**src/rtl/codix_risc_dbus_responder_if.sv**
```systemverilog
// codix_risc data bus (dbus) responder-side signal bundle.
// Request, read-data and write-data channels grouped for one port.
interface codix_risc_dbus_responder_if;
    logic [31:0] A0;
    logic [1:0]  SI0;
    logic        SC0;
    logic [1:0]  REQCMD0;
    logic        REQRESP0;
    logic [31:0] Q0;
    logic        IFCMD0;
    logic        IFRESP0;
    logic [31:0] D0;
    logic        OFCMD0;
    logic        OFRESP0;

    modport master (
        output A0, SI0, SC0, REQCMD0, IFCMD0, D0, OFCMD0,
        input  REQRESP0, Q0, IFRESP0, OFRESP0
    );

    modport slave (
        input  A0, SI0, SC0, REQCMD0, IFCMD0, D0, OFCMD0,
        output REQRESP0, Q0, IFRESP0, OFRESP0
    );
endinterface

```
**src/rtl/codix_risc_dbus_responder.sv**
```systemverilog
// codix_risc dbus responder: register window for program output,
// halt/error flags and a free-running cycle counter.
module codix_risc_dbus_responder #(
    parameter logic [31:0] BASE_ADDR   = 32'h0000_F000,
    parameter int          WAIT_STATES = 1,
    parameter int          CNT_W       = 32
) (
    input  logic        CLK,
    input  logic        RST,
    codix_risc_dbus_responder_if.slave dbus,
    output logic [31:0] port_out,
    output logic        port_out_en,
    output logic        port_halt,
    output logic        port_error
);
    typedef enum logic [1:0] {IDLE, WAIT, RDATA, WDATA} state_e;

    localparam logic [3:0] WS_INIT =
        4'(WAIT_STATES > 0 ? WAIT_STATES - 1 : 0);

    state_e           state_q, state_d;
    logic [3:0]       wcnt_q, wcnt_d;
    logic [31:0]      addr_q, addr_d;
    logic [1:0]       size_q, size_d;
    logic             sc_q, sc_d;
    logic             wr_q, wr_d;
    logic [31:0]      q_q, q_d;
    logic [31:0]      scratch_q, scratch_d;
    logic [31:0]      out_q, out_d;
    logic             out_en_q, out_en_d;
    logic             halt_q, halt_d;
    logic             err_q, err_d;
    logic [CNT_W-1:0] cnt_q, cnt_d;

    logic        accept;
    logic        commit;
    logic        rd_done;
    logic        wr_ok;
    logic [31:0] sel_addr;
    logic [1:0]  sel_size;
    logic        sel_sc;
    logic [31:0] offset;
    logic [2:0]  idx;
    logic        hit;
    logic        bad;
    logic [31:0] reg_word;
    logic [7:0]  rd_byte;
    logic [15:0] rd_half;
    logic [31:0] rd_val;
    logic [31:0] lane_mask;
    logic [31:0] merged;

    assign accept  = (state_q == IDLE) &&
                     (dbus.REQCMD0 == 2'd1 || dbus.REQCMD0 == 2'd2);
    assign commit  = (state_q == WDATA) && dbus.OFCMD0;
    assign rd_done = (state_q == RDATA) && dbus.IFCMD0;

    // Decode from the live bus in IDLE so zero-wait reads work too.
    assign sel_addr = (state_q == IDLE) ? dbus.A0  : addr_q;
    assign sel_size = (state_q == IDLE) ? dbus.SI0 : size_q;
    assign sel_sc   = (state_q == IDLE) ? dbus.SC0 : sc_q;

    assign offset = sel_addr - BASE_ADDR;
    assign idx    = offset[4:2];
    assign hit    = offset < 32'h14;
    assign bad    = !hit || sel_size == 2'd3 ||
                    (sel_size == 2'd1 && sel_addr[0]) ||
                    (sel_size == 2'd2 && |sel_addr[1:0]);

    always_comb begin
        reg_word = '0;
        case (idx)
            3'd0:    reg_word = scratch_q;
            3'd1:    reg_word = out_q;
            3'd2:    reg_word = {31'b0, halt_q};
            3'd3:    reg_word = 32'(cnt_q);
            3'd4:    reg_word = {31'b0, err_q};
            default: reg_word = '0;
        endcase
    end

    assign rd_byte = reg_word[{sel_addr[1:0], 3'b000} +: 8];
    assign rd_half = sel_addr[1] ? reg_word[31:16] : reg_word[15:0];

    always_comb begin
        rd_val    = reg_word;
        lane_mask = '1;
        unique case (1'b1)
            sel_size == 2'd0: begin
                rd_val    = {{24{sel_sc & rd_byte[7]}}, rd_byte};
                lane_mask = 32'hFF << {sel_addr[1:0], 3'b000};
            end
            sel_size == 2'd1: begin
                rd_val    = {{16{sel_sc & rd_half[15]}}, rd_half};
                lane_mask = sel_addr[1] ? 32'hFFFF_0000 : 32'h0000_FFFF;
            end
            default: ;
        endcase
        if (bad) rd_val = '0;
    end

    assign merged = (reg_word & ~lane_mask) | (dbus.D0 & lane_mask);
    assign wr_ok  = commit && !bad;

    always_comb begin
        state_d       = state_q;
        wcnt_d        = wcnt_q;
        addr_d        = addr_q;
        size_d        = size_q;
        sc_d          = sc_q;
        wr_d          = wr_q;
        dbus.REQRESP0 = 1'b0;
        dbus.IFRESP0  = 1'b0;
        dbus.OFRESP0  = 1'b0;
        dbus.Q0       = '0;
        unique case (state_q)
            IDLE: begin
                dbus.REQRESP0 = 1'b1;
                if (accept) begin
                    addr_d = dbus.A0;
                    size_d = dbus.SI0;
                    sc_d   = dbus.SC0;
                    wr_d   = dbus.REQCMD0 == 2'd2;
                    wcnt_d = WS_INIT;
                    if (WAIT_STATES == 0)
                        state_d = (dbus.REQCMD0 == 2'd2) ? WDATA : RDATA;
                    else
                        state_d = WAIT;
                end
            end
            WAIT: begin
                if (wcnt_q == 4'd0)
                    state_d = wr_q ? WDATA : RDATA;
                else
                    wcnt_d = wcnt_q - 4'd1;
            end
            RDATA: begin
                dbus.IFRESP0 = 1'b1;
                dbus.Q0      = q_q;
                if (dbus.IFCMD0) state_d = IDLE;
            end
            WDATA: begin
                dbus.OFRESP0 = 1'b1;
                if (dbus.OFCMD0) state_d = IDLE;
            end
        endcase
    end

    always_comb begin
        q_d       = q_q;
        scratch_d = scratch_q;
        out_d     = out_q;
        out_en_d  = 1'b0;
        halt_d    = halt_q;
        err_d     = err_q;
        cnt_d     = cnt_q + CNT_W'(1);
        if (state_d == RDATA && state_q != RDATA) q_d = rd_val;
        if (wr_ok) begin
            case (idx)
                3'd0: scratch_d = merged;
                3'd1: begin
                    out_d    = merged;
                    out_en_d = 1'b1;
                end
                3'd2: if (lane_mask[0] && dbus.D0[0]) halt_d = 1'b1;
                3'd3: cnt_d = '0;
                3'd4: if (lane_mask[0] && dbus.D0[0]) err_d = 1'b0;
                default: ;
            endcase
        end
        // A new error wins over a same-cycle clear.
        if ((commit || rd_done) && bad) err_d = 1'b1;
    end

    always_ff @(posedge CLK) begin
        if (RST) begin
            state_q   <= IDLE;
            wcnt_q    <= '0;
            addr_q    <= '0;
            size_q    <= '0;
            sc_q      <= 1'b0;
            wr_q      <= 1'b0;
            q_q       <= '0;
            scratch_q <= '0;
            out_q     <= '0;
            out_en_q  <= 1'b0;
            halt_q    <= 1'b0;
            err_q     <= 1'b0;
            cnt_q     <= '0;
        end else begin
            state_q   <= state_d;
            wcnt_q    <= wcnt_d;
            addr_q    <= addr_d;
            size_q    <= size_d;
            sc_q      <= sc_d;
            wr_q      <= wr_d;
            q_q       <= q_d;
            scratch_q <= scratch_d;
            out_q     <= out_d;
            out_en_q  <= out_en_d;
            halt_q    <= halt_d;
            err_q     <= err_d;
            cnt_q     <= cnt_d;
        end
    end

    assign port_out    = out_q;
    assign port_out_en = out_en_q;
    assign port_halt   = halt_q;
    assign port_error  = err_q;
endmodule
```
**src/flat_wrapper.sv**
```systemverilog
// flat-port wrapper written by rule: the top's interface ports become plain ports
module codix_risc_dbus_responder_flat 
#(
    parameter logic [31:0] BASE_ADDR   = 32'h0000_F000,
    parameter int          WAIT_STATES = 1,
    parameter int          CNT_W       = 32
)
  (CLK, RST, port_out, port_out_en, port_halt, port_error, dbus_A0, dbus_SI0, dbus_SC0, dbus_REQCMD0, dbus_IFCMD0, dbus_D0, dbus_OFCMD0, dbus_REQRESP0, dbus_Q0, dbus_IFRESP0, dbus_OFRESP0);
  codix_risc_dbus_responder_if dbus_i ();
  input  logic CLK;
  input  logic RST;
  output logic [31:0] port_out;
  output logic port_out_en;
  output logic port_halt;
  output logic port_error;
  input wire logic [$bits(dbus_i.A0)-1:0] dbus_A0;
  input wire logic [$bits(dbus_i.SI0)-1:0] dbus_SI0;
  input wire logic [$bits(dbus_i.SC0)-1:0] dbus_SC0;
  input wire logic [$bits(dbus_i.REQCMD0)-1:0] dbus_REQCMD0;
  input wire logic [$bits(dbus_i.IFCMD0)-1:0] dbus_IFCMD0;
  input wire logic [$bits(dbus_i.D0)-1:0] dbus_D0;
  input wire logic [$bits(dbus_i.OFCMD0)-1:0] dbus_OFCMD0;
  output wire logic [$bits(dbus_i.REQRESP0)-1:0] dbus_REQRESP0;
  output wire logic [$bits(dbus_i.Q0)-1:0] dbus_Q0;
  output wire logic [$bits(dbus_i.IFRESP0)-1:0] dbus_IFRESP0;
  output wire logic [$bits(dbus_i.OFRESP0)-1:0] dbus_OFRESP0;
  assign dbus_i.A0 = dbus_A0;
  assign dbus_i.SI0 = dbus_SI0;
  assign dbus_i.SC0 = dbus_SC0;
  assign dbus_i.REQCMD0 = dbus_REQCMD0;
  assign dbus_i.IFCMD0 = dbus_IFCMD0;
  assign dbus_i.D0 = dbus_D0;
  assign dbus_i.OFCMD0 = dbus_OFCMD0;
  assign dbus_REQRESP0 = dbus_i.REQRESP0;
  assign dbus_Q0 = dbus_i.Q0;
  assign dbus_IFRESP0 = dbus_i.IFRESP0;
  assign dbus_OFRESP0 = dbus_i.OFRESP0;
  codix_risc_dbus_responder #(.BASE_ADDR(BASE_ADDR), .WAIT_STATES(WAIT_STATES), .CNT_W(CNT_W)) u_core (.CLK(CLK), .RST(RST), .dbus(dbus_i), .port_out(port_out), .port_out_en(port_out_en), .port_halt(port_halt), .port_error(port_error));
endmodule
```
**config.mk**
```make
export PLATFORM = sky130hd
export DESIGN_NAME = codix_risc_dbus_responder_flat
export DESIGN_NICKNAME = d
export VERILOG_FILES = /design/src/rtl/codix_risc_dbus_responder_if.sv /design/src/rtl/codix_risc_dbus_responder.sv /design/src/flat_wrapper.sv
export SDC_FILE = /design/constraint.sdc
export NUM_CORES = 1
export LEC_CHECK = 0
export BUFFER_PORTS_ARGS = -buffer_cell sky130_fd_sc_hd__buf_2
export CORE_AREA = 4 4 134 136
export DETAILED_ROUTE_END_ITERATION = 7
export DIE_AREA = 0 0 138 140
export GPL_ROUTABILITY_DRIVEN = 0
export GPL_TIMING_DRIVEN = 0
export PLACE_DENSITY_LB_ADDON = 0.1
export SETUP_SLACK_MARGIN = 0.02
export SYNTH_ARGS = -nofsm -noshare
export SYNTH_HDL_FRONTEND = slang
export SYNTH_SLANG_ARGS = --single-unit
```
**constraint.sdc**
```tcl
create_clock -name CLK -period 6.9 [get_ports CLK]
set_input_delay 1.38 -clock CLK [delete_from_list [all_inputs] [get_ports CLK]]
set_output_delay 1.38 -clock CLK [all_outputs]
set_load 0.01 [all_outputs]
```
* Word-level counts from Yosys, hierarchy flattened
Index checks and enable logic that the tools add are counted.
Storage, ports and cells: output and inout port bits 70, flip-flop bits (word level) 173, bits of input ports 73, logic and storage cells 103
Cells by class: add/sub/neg operators 3, reduce and logical (&&, ||, !) cells 32, magnitude comparators 1, shift operators 2, bitwise operators 7, equal/unequal tests 16, mux-type cells 29
Operators by type and width (count):
- $mux 32 | 6
- $pmux 32 s5 | 1
- $pmux 32 s2 | 2
- $and 32x32->32 | 2
- $add 32x1->32 const B | 1
- $lt 32x5->1 const B | 1
- $not 32->32 | 1
- $or 32x32->32 | 1
- $shiftx 32x6->8 | 1
- $shl 8x5->32 const A | 1
- $sub 32x16->32 const B | 1
- $mux 16 | 1
- $eq 2x2->1 const B | 6
- $mux 1 | 10
- $mux 2 | 5
- $logic_and 1x1->1 | 9
- $reduce_and 3->1 | 3
- $mux 4 | 2
- $pmux 2 s4 | 1
- $pmux 4 s2 | 1
- $reduce_bool 2->1 | 4
- $eq 2x1->1 const B | 3
- $eq 3x2->1 const B | 2
- $reduce_and 2->1 | 3
- 13 further kinds | 22

* Depth between registers and ports, before layout
Gate-level depths: netlist of the first run.
depth after elaboration 12, mapped depth 13, depth with buffers taken out 8

* Worst setup path after synthesis of the first run
OpenSTA, ideal clock, no wires.
kind input to register, start in dbus_A0[2], end reg u_core.q_q[17], arrival time 3.547 ns, path slack 3.238 ns, required time 6.785 ns, library setup time 0.115 ns, buffers on the path 2, stages on the path 9, cells stage by stage clkbuf_1 nor2_1 o21ai_1 nor2_1 a222oi_1 a221oi_4 a211oi_4 buf_6 o21ai_2
On the way: word-level cells in the longest chain between the ends 8, elaborated cells between the ends (all ways) 19, those cells by class add/sub: 1; order compare: 1; eq/ne: 4; shift: 1; mux: 5; bitwise: 2; reduce/logical: 5
Ends and longest elaborated chain:
- start: declaration | line flat_wrapper.sv:16 | input wire logic [$bits(dbus_i.A0)-1:0] dbus_A0;
- $mux 32 (*) | line codix_risc_dbus_responder.sv:59 | assign sel_addr = (state_q == IDLE) ? dbus.A0 : addr_q;
- $sub 32x16->32 (*) | line codix_risc_dbus_responder.sv:63 | assign offset = sel_addr - BASE_ADDR;
- $eq 3x3->1, or another cell as far along | line codix_risc_dbus_responder.sv:72 | case (idx)
- $pmux 32 s5 or $logic_not 1->1 (tied branches) | line codix_risc_dbus_responder.sv:72, codix_risc_dbus_responder.sv:66
- $shiftx 32x6->8, or another cell as far along | line codix_risc_dbus_responder.sv:82 | assign rd_byte = reg_word[{sel_addr[1:0], 3'b000} +: 8];
- $and 1x1->1, or another cell as far along | line codix_risc_dbus_responder.sv:90 | rd_val = {{24{sel_sc & rd_byte[7]}}, rd_byte};
- $pmux 32 s2 or $logic_or 1x1->1 (tied branches) | line codix_risc_dbus_responder.sv:88, codix_risc_dbus_responder.sv:67
- $mux 32 (*) | line codix_risc_dbus_responder.sv:99 | if (bad) rd_val = '0;
- end signal: assignment | line codix_risc_dbus_responder.sv:197 | q_q <= q_d;
- end: declaration | line codix_risc_dbus_responder.sv:27 | logic [31:0] q_q, q_d;
Every way passes the cells marked *; elsewhere a longest branch is shown, timed or not. A chain may end at the register's enable or synchronous reset.

* Final worst setup path of the first run
start in dbus_A0[2], end reg u_core.q_q[22]
The elaborated chain is that of the path after synthesis.

==> results of run 1 <==
-- per-stage QoR --
stage	utilization	total power [mW]
6_report	0.633	3.27
5_1_grt	0.633	3.43
4_1_cts	0.633	3.24
3_5_place_dp	0.598	2.25
3_3_place_gp	0.598	2.24
2_1_floorplan	-	1.93
-- cell families after synthesis --
group | count (synthesis)
adders and majority gates | 4
AOI/OAI and AO/OA | 303
xor gates and xnor gates | 32
DFF | 173
and+or+nand+nor | 496
muxes | 37
buffers and inverters | 100
-- power by group --
part / internal, mW / switching, mW
Combinational: 0.382 / 0.795
Sequential: 1.05 / 0.0361
Clock: 0.583 / 0.424
Total: 2.01 / 1.25
-- area by class of cell --
class / count / area (sq um) / area share
repair buffers: 140 / 701 / 0.0653
clock inverters: 12 / 163 / 0.0152
inverters: 15 / 56.3 / 0.00525
clock buffers: 20 / 447 / 0.0416
plain buffers: 85 / 389 / 0.0363
well taps: 225 / 282 / 0.0262
flip-flops and latches: 173 / 3460 / 0.323
multi-input cells: 872 / 5230 / 0.487
-- worst reg2reg max path, delay by kind of cell, from the launching register on --
family,cells,cell delay [ns]
AO/OA/AOI/OAI,5,2.58
AND/OR/NAND/NOR,2,0.60
buffers and inverters,2,0.38
flip-flops,1,0.30
-- cells in the mapped netlist (13+ instances only) --
cell	number
a211o_1	15
a211oi_1	27
a21o_1	32
a21oi_1	67
a2bb2oi_1	17
and2_1	37
buf_2	17
clkbuf_1	55
dfxtp_1	173
inv_1	14
mux2i_1	31
nand2_1	176
nand2b_1	26
nand3_1	23
nor2_1	118
nor3_1	21
nor3b_1	18
nor4_1	14
o21ai_0	62
o31ai_1	13
or3b_2	23
xnor2_1	15
xor2_1	17
-- state kept, by name, indices dropped and copies added, names as in the netlist --
signal              cells
u_core.wcnt_q           4
u_core.port_halt        1
u_core.port_error       1
u_core.size_q           2
u_core.scratch_q       32
u_core.q_q             32
u_core.wr_q             1
u_core.addr_q          32
u_core.state_q          2
u_core.cnt_q           32
u_core.port_out_en      1
u_core.sc_q             1
u_core.port_out        32
-- path summary, 6_finish.rpt --
check / startpoint / end / slack (ns) / depth (start not counted)
max: dbus_A0[2] / u_core.q_q[22] / 2.29 / 9
min: u_core.q_q[17] / u_core.q_q[17] / 0.45 / 2
max reg2reg: u_core.state_q[1] / u_core.q_q[22] / 2.94 / 9
min reg2reg: u_core.q_q[17] / u_core.q_q[17] / 0.45 / 2
-- routing by layer --
layer  vias to the layer above  routed length, um
li1                       4363                  -
met1                      4279              12900
met2                       439              12800
met3                        74               2650
met4                         0               1110
met5                         -                  0
==> flow_metrics.tcl, run 1 <==
set metrics [dict create \
    status "complete, no violations" \
    cp_common_cell "nor2_1" \
    muxShareOfSynthArea 0.0430 \
    area_growth_pct 17.4 \
    rsz0062_at_grt "false" \
    synth_fa_ha_area_frac 0.00548 \
    worstHoldPathType "reg -> reg" \
    max_stage_delay_ns 1.20 \
    crit_type "in -> reg" \
    syn_avg_cell_area_sq_um 7.98 \
    slew_headroom 0.00329 \
    die_area_sq_um 19300 \
    required_ns 7.22 \
    first_global_vias 8455 \
    start_util 0.540 \
    fin_crit_sh 0.668 \
    synth_seq_cells 173 \
    io_pins 143 \
    final_nets 1381 \
    synthTopCellsByArea "dfxtp_1 38%, nand2_1 7.2%, nor2_1 4.8%" \
    ys_async_sr_fraction 0 \
    clk_latency_ns 0.44 \
    pre_cts_ws_ns 2.03 \
    worst_pin_slew_ns 1.50 \
    synth_edf_count 0 \
    drt_wl_total_mm 29.4 \
    synth_ff_type "dfxtp_1" \
    crit_fanout 10 \
    antenna_left 0 \
    yosys.area_share.simple 0.266 \
    track_usage 0.298 \
    wl_per_cell_um 19.1 \
    cellLeakagePower_nw 4.25 \
    core_area_sq_um 16900 \
    finalSetupViolations 0 \
    cts_hold_buf 0 \
    viasPerCell 5.94 \
    root_buffer "clkbuf_16" \
    cts_setup_buffers 0 \
    final_design_area_no_fill_sq_um 10700 \
    crit_path_top_delay_cell "a222oi_1" \
    grt_util_met2 0.459 \
    yosysTopAreaCellShare 0.379 \
    grt_pass1_wl_mm 46.3 \
    fin_setup_tns_ns 0 \
    grt_start_max_net_pins 17 \
    die_w_um 138 \
    most-common-layout-cells "176 x nand2_1, 173 x dfxtp_1, 157 x buf_2" \
    hold_viol 0 \
    drive_gt1_frac 0.191 \
    cts-htree-levels 4 \
    n_fill_cell 1570 \
    antenna_found_initial 0 \
    path_buf_inv 2 \
    clock.fmax_ghz 0.217 \
    worst_slack_ns 2.29 \
    ys_seq_area_frac 0.379 \
    final_cells 1542 \
    synth_top_family_by_area "simple AND/OR/NAND/NOR gates" \
    synth_xor_area_frac 0.0307 \
    yosys.cell_types.count 72 \
    drv_slew 0 \
    overflow 0 \
    grt-busiest-layer "met2" \
    cp_data_arrival_time_ns 4.93 \
    rows 48 \
    skew_ns 0.0109 \
    die_y_um 140 \
    cts_sinks 173 \
    cts_max_path_buffers 2 \
    use_met3 0.0710 \
    drc 0 \
    synth_nets 1222 \
    critPathLaunchType "input port" \
    synthCells 1145 \
    power.density_nw_per_um2 305 \
    yosys.area.top_type "dfxtp_1" \
    use_met1 0.403 \
    cts_resized 0 \
    cts_tree "yes" \
    vdd_drop_max_mv 0.194 \
    synth_warnings 0 \
    timing.hold.ws_ns 0.446 \
    dp_hpwl_mm 22.4 \
    drt_iter0_drc 1053 \
    synth-compound-area-share 0.227 \
    period_needed_ns 4.61 \
    placed_area_sq_um 10100 \
    insertedDiodeCount 0 \
    vias 9155 \
    syn_area_sq_um 9140 \
    cp-end-kind "flip-flop" \
    first_pass_iters 6 \
    dpl.cell_count 1510 \
    clkTransAtPathRegs_ns 0.07 \
    cts_made_buffers 17 \
    cap_viol_max_count 0 \
    numPortBuffers 140 \
    crit_chain "clkbuf_1, nor2_1, o21ai_1, nor2_1, a222oi_1, a221oi_4, a211oi_4, buf_6, o21ai_2" \
    crit_family "compound AO/OA/AOI/OAI gates" \
    final_common_cell "nand2_1" \
]
No activity file was read; power rests on OpenSTA's default activity.
==> run 2, diff against run 1 <==
Settings changed: ABC_AREA from default to 1, CORE_AREA 4 4 134 136 to 4 4 141 143, DIE_AREA 0 0 138 140 to 0 0 145 147.
Clock period 6.9 ns to 4.8 ns, I/O delays scaled along.
==> run 2 against run 1 <==
Net effect:
- hold slack improved by 0.0096 ns
- combinational power rose by 63%
- flip-flop and latch count did not move
- sequential power rose by 46%
- via count rose by 18%
- die area rose by 10%
- clock skew rose by 0.0011 ns
- global-route usage fell by 0.33 points
==> flow_metrics.tcl, run 2 <==
set metrics [dict create \
    cts_sinks 173 \
    worstHoldPathType "reg -> reg" \
    crit_type "reg -> reg" \
    placed_area_sq_um 11000 \
    synthCells 1623 \
    cts-htree-levels 4 \
    drc 0 \
    final_common_cell "nand2_1" \
    syn_area_sq_um 10000 \
    rsz0062_at_grt "false" \
    drt_wl_total_mm 32.1 \
    crit_fanout 10 \
    vdd_drop_max_mv 0.275 \
    yosysMostFrequentCell "nand2_1" \
    power.density_nw_per_um2 418 \
    viasPerCell 5.30 \
    synth_ff_type "dfxtp_1" \
    status "complete, no violations" \
    wl_met3_mm 3.35 \
    drive_gt1_frac 0.146 \
    cts_setup_buffers 0 \
    clk_latency_ns 0.44 \
    numPortBuffers 142 \
    synth_warnings 0 \
    first_global_vias 9686 \
    slew_headroom 0.373 \
    synthTopCellsByArea "dfxtp_1 34%, nand2_1 15%, inv_1 10%" \
    die_area_sq_um 21300 \
    syn_avg_cell_area_sq_um 6.19 \
    grt_pass1_wl_mm 50.3 \
    final_design_area_no_fill_sq_um 11600 \
    cts_max_path_buffers 2 \
    synth_common_cells "401 x nand2_1, 267 x inv_1, 231 x nor2_1" \
    ys_async_sr_fraction 0 \
    hold_viol 0 \
    cts_made_buffers 17 \
    final_nets 1861 \
    critPathLaunchType "flip-flop" \
    wl_met1_mm 13.8 \
    clock.fmax_ghz 0.310 \
    cts_resized 0 \
    required_ns 5.10 \
    cp-end-kind "flip-flop" \
    fin_setup_tns_ns 0 \
    drv_slew 0 \
    cts_tree "yes" \
    die_w_um 145 \
    grt_start_max_net_pins 17 \
    synth_seq_cells 173 \
    yosysTopAreaCellShare 0.345 \
    track_usage 0.295 \
    antenna_left 0 \
    ys_seq_area_frac 0.345 \
    cellLeakagePower_nw 5.21 \
    cp_data_arrival_time_ns 3.52 \
    die_y_um 147 \
    wl_per_cell_um 15.8 \
    finalSetupViolations 0 \
    root_buffer "clkbuf_16" \
    fin_crit_sh 0.671 \
    start_util 0.540 \
    top_layer_used "met5" \
    skew_ns 0.0119 \
    cap_viol_max_count 0 \
    most-common-layout-cells "401 x nand2_1, 267 x inv_1, 231 x nor2_1" \
    yosys.area.top_type "dfxtp_1" \
    route.met2.wl_mm 13.7 \
    synth_edf_count 0 \
    cts_hold_buf 0 \
    rows 50 \
    io_pins 143 \
    area_growth_pct 15.5 \
    drt_iter0_drc 1202 \
    antenna_found_initial 1 \
    yosys.cell_types.count 45 \
    worst_pin_slew_ns 0.936 \
    clkTransAtPathRegs_ns 0.07 \
    insertedDiodeCount 0 \
    core_area_sq_um 18600 \
    period_needed_ns 3.22 \
    n_fill_cell 1842 \
    overflow 0 \
    first_pass_iters 5 \
    dp_hpwl_mm 25.1 \
    vias 10800 \
    synth_nets 1700 \
]
run 2: area by class of cell:
class | count | area (sq um) | share of cell area
Sequential cell | 173 | 3460 | 0.299
Clock buffer | 19 | 443 | 0.0382
Tap cell | 234 | 293 | 0.0252
Inverter | 284 | 1070 | 0.0920
Clock inverter | 13 | 114 | 0.00982
Buffer | 72 | 392 | 0.0338
Timing Repair Buffer | 142 | 711 | 0.0613
Multi-Input combinational cell | 1094 | 5120 | 0.441
run 2: final timing paths:
path	start	slack, ns	cells after the start	end
hold reg to reg	u_core.size_q[0]	0.46	2	u_core.size_q[0]
hold / removal	u_core.size_q[0]	0.46	2	u_core.size_q[0]
setup reg to reg	u_core.state_q[1]	1.58	15	u_core.q_q[1]
setup / recovery	u_core.state_q[1]	1.58	15	u_core.q_q[1]
run 2: kinds of logic (layout without fill, tap and decap cells):
logic type,Yosys count,after routing,share of synthesized area
AND/OR/NAND/NOR,810,810,0.344
buffers and inverters,356,530,0.145
AO/OA/AOI/OAI,262,262,0.145
flip-flops,173,173,0.345
XOR/XNOR,18,18,0.0157
adder cells (fa/ha/maj),4,4,0.00499
run 2: per-stage QoR:
step / hold WS, ns / setup WS (ns) / instances / util / power, mW
floorplan: 0.419 / 2.05 / 1623 / - / 2.98
global placement: 0.429 / 1.43 / 1999 / 0.594 / 3.45
detailed placement: 0.434 / 1.42 / 1999 / 0.594 / 3.47
CTS: 0.449 / 1.73 / 2031 / 0.624 / 4.81
global route: 0.468 / 1.36 / 2031 / 0.624 / 5.13
finish: 0.456 / 1.58 / 2031 / 0.624 / 4.85
run 2: layer usage:
layer,global-route usage,vias up
li1,-,5373
met1,0.402,4786
met2,0.451,526
met3,0.0645,72
met4,0.129,2
met5,0,-
run 2: critical path: stages (launching register included):
cell and delay (ns):
dfxtp_1 0.41, nor2_4 0.23, buf_6 0.18, buf_4 0.21, nand2_1 0.07, o21ai_1 0.14, nor2_1 0.10, nand2_1 0.21
buf_1 0.47, nor2_1 0.07, nor3_1 0.50, nand2_1 0.14, o211ai_1 0.11, nand3_1 0.10, nand2_1 0.08, a21oi_1 0.05
run 2: where the power goes:
group,internal [mW],switching (mW)
registers,1.52,0.0559
logic,0.540,1.38
clock network,0.730,0.629
total,2.79,2.06
==> run 3, diff against run 2 <==
Settings changed: ABC_AREA 1 to 0, CORE_AREA 4 4 141 143 to 4 4 138 140, DIE_AREA 0 0 145 147 to 0 0 142 144.
Clock period 4.8 ns to 2.6 ns, I/O delays scaled along.
==> run 3 against run 2 <==
Net effect:
- the flow now finishes with violations (setup timing)
- combinational power up 120%
- routed wire length up 3.3%
- hold slack worse by 0.13 ns
- non-clock buffer count up 70
- utilization up 5.9 points
- count of clock-buffer cells in the layout up 3
- critical path type unchanged
- highest routed layer is now met4
==> flow_metrics.tcl, run 3 (synthesis results as in run 1) <==
set metrics [dict create \
    finalSetupViolations 131 \
    timing.hold.ws_ns 0.326 \
    root_buffer "clkbuf_16" \
    numPortBuffers 140 \
    dp_hpwl_mm 22.9 \
    drt_wl_total_mm 33.2 \
    fin_setup_tns_ns -22.99 \
    io_pins 143 \
    wl_per_cell_um 20.7 \
    cp-end-kind "flip-flop" \
    worst_slack_ns -0.353 \
    final_nets 1440 \
    overflow 0 \
    r2r_setup_slack_ns -0.35 \
    violations "setup timing" \
    cellLeakagePower_nw 4.95 \
    ff2ff_path_depth 10 \
    vdd_drop_max_mv 0.569 \
    start_util 0.512 \
    cp_data_arrival_time_ns 3.32 \
    viasPerCell 6.06 \
    clock.fmax_ghz 0.339 \
    first_pass_iters 8 \
    crit_type "reg -> reg" \
    cts_tree "yes" \
    route.met2.wl_mm 14.9 \
    crit_fanout 10 \
    hold_viol 0 \
    cts-htree-levels 4 \
    slew_headroom 0.542 \
    core_area_sq_um 17800 \
    period_needed_ns 2.95 \
    hold_depth 3 \
    antenna_left 0 \
    die_area_sq_um 20400 \
    hold_start "dbus_A0[9]" \
    cts_max_path_buffers 2 \
    wl_met3_mm 3.12 \
    placed_area_sq_um 10200 \
    area_growth_pct 33.4 \
    drt_iter0_drc 1320 \
    min_to "u_core.addr_q[9]" \
    clk_latency_ns 0.44 \
    top_layer_used "met4" \
    wl_met1_mm 13.9 \
    cp-startpoint "u_core.state_q[1]" \
    cts_hold_buf 0 \
    die_y_um 144 \
    p_total_mw 9.97 \
    final_common_cell "dfxtp_1" \
    rsz0062_at_grt "true" \
    drive_gt1_frac 0.296 \
    status "complete, but fails checks" \
    power.density_nw_per_um2 818 \
    drv_slew 0 \
    vias 9726 \
    final_design_area_no_fill_sq_um 12200 \
    cts_sinks 173 \
    antenna_found_initial 1 \
    cts_made_buffers 17 \
    rows 49 \
    skew_ns 0.0115 \
    cap_viol_max_count 0 \
    grt_start_max_net_pins 17 \
    first_global_vias 8761 \
    crit-reg2reg-launch "u_core.state_q[1]" \
    grt_pass1_wl_mm 49.1 \
    most-common-layout-cells "171 x dfxtp_1, 162 x nand2_1, 147 x buf_2" \
    drc 0 \
    track_usage 0.309 \
    die_w_um 142 \
    r2r_end "u_core.q_q[23]" \
    worstHoldPathType "in -> reg" \
    n_fill_cell 1457 \
    dpl.cell_count 1514 \
    fin_crit_sh 1.14 \
    required_ns 2.97 \
    worst_pin_slew_ns 0.688 \
    clkTransAtPathRegs_ns 0.07 \
    final_cells 1605 \
    critPathLaunchType "flip-flop" \
]
## run 3: cell types whose count changed in the layout (fill, tap and decap cells not counted), moves of 19 or more
cell	previous run	this run
nand2b_1	0	26
mux2i_1	0	29
and2_1	0	37
nand4_1	29	10
o21ai_1	65	43
inv_1	267	14
nand2_1	401	162
buf_4	7	42
or3b_2	0	22
o21ai_0	83	19
nor2_1	231	116
a21o_1	0	31
nand3_1	76	23
## run 3: area by class of cell
class	count	area (sq um)	area share
Multi-Input combinational cell	872	5670	0.466
Sequential cell	173	3470	0.285
Timing Repair Buffer	203	1430	0.117
Buffer	81	609	0.0500
Clock buffer	22	474	0.0389
Tap cell	229	287	0.0235
Clock inverter	9	181	0.0149
Inverter	15	61.3	0.00503
Antenna cell	1	2.50	0.000205
## run 3: worst max path at each step
stage               cells past startpoint             end
floorplan                              12  u_core.q_q[23]
global placement                        9  u_core.q_q[21]
detailed placement                      9  u_core.q_q[28]
CTS                                    11  u_core.q_q[23]
global route                           10  u_core.q_q[23]
finish                                 10  u_core.q_q[23]
## run 3: per-stage QoR
step	utilization	setup WS (ns)
6_report	0.683	-0.353
2_1_floorplan	-	-0.202
5_1_grt	0.683	-0.390
4_1_cts	0.669	-0.339
3_5_place_dp	0.570	-1.17
3_3_place_gp	0.570	-1.14
## run 3: per-layer routing
metal  track usage  vias up
li1              -     4490
met1         0.428     4581
met2         0.482      565
met3        0.0493       90
met4         0.128        0
met5             0        -
## run 3: repair_timing
| action | 4_1_cts | 5_1_grt |
|---|---|---|
| setup buffers | 39 | 12 |
| gates resized for setup | 204 | 40 |
| endpoints found under the setup margin | 195 | 168 |
| cloned | 11 | 2 |
| pin swaps | 20 | 5 |
## run 3: worst max-delay path, cell delays in order, from the launching register on
cell and delay, ns:
dfxtp_4 0.37, or2_4 0.29, clkinv_4 0.06, buf_8 0.11, mux2_4 0.29, o22a_1 0.18
or4b_4 0.55, or4_4 0.55, buf_8 0.19, a21o_1 0.18, o21ai_2 0.10
## run 3: where the power goes
part	switching [mW]	total, mW	internal (mW)	leakage (nW)
Combinational	2.56	4.16	1.59	3.22
Sequential	0.134	2.92	2.79	1.40
Clock	1.10	2.89	1.78	0.321
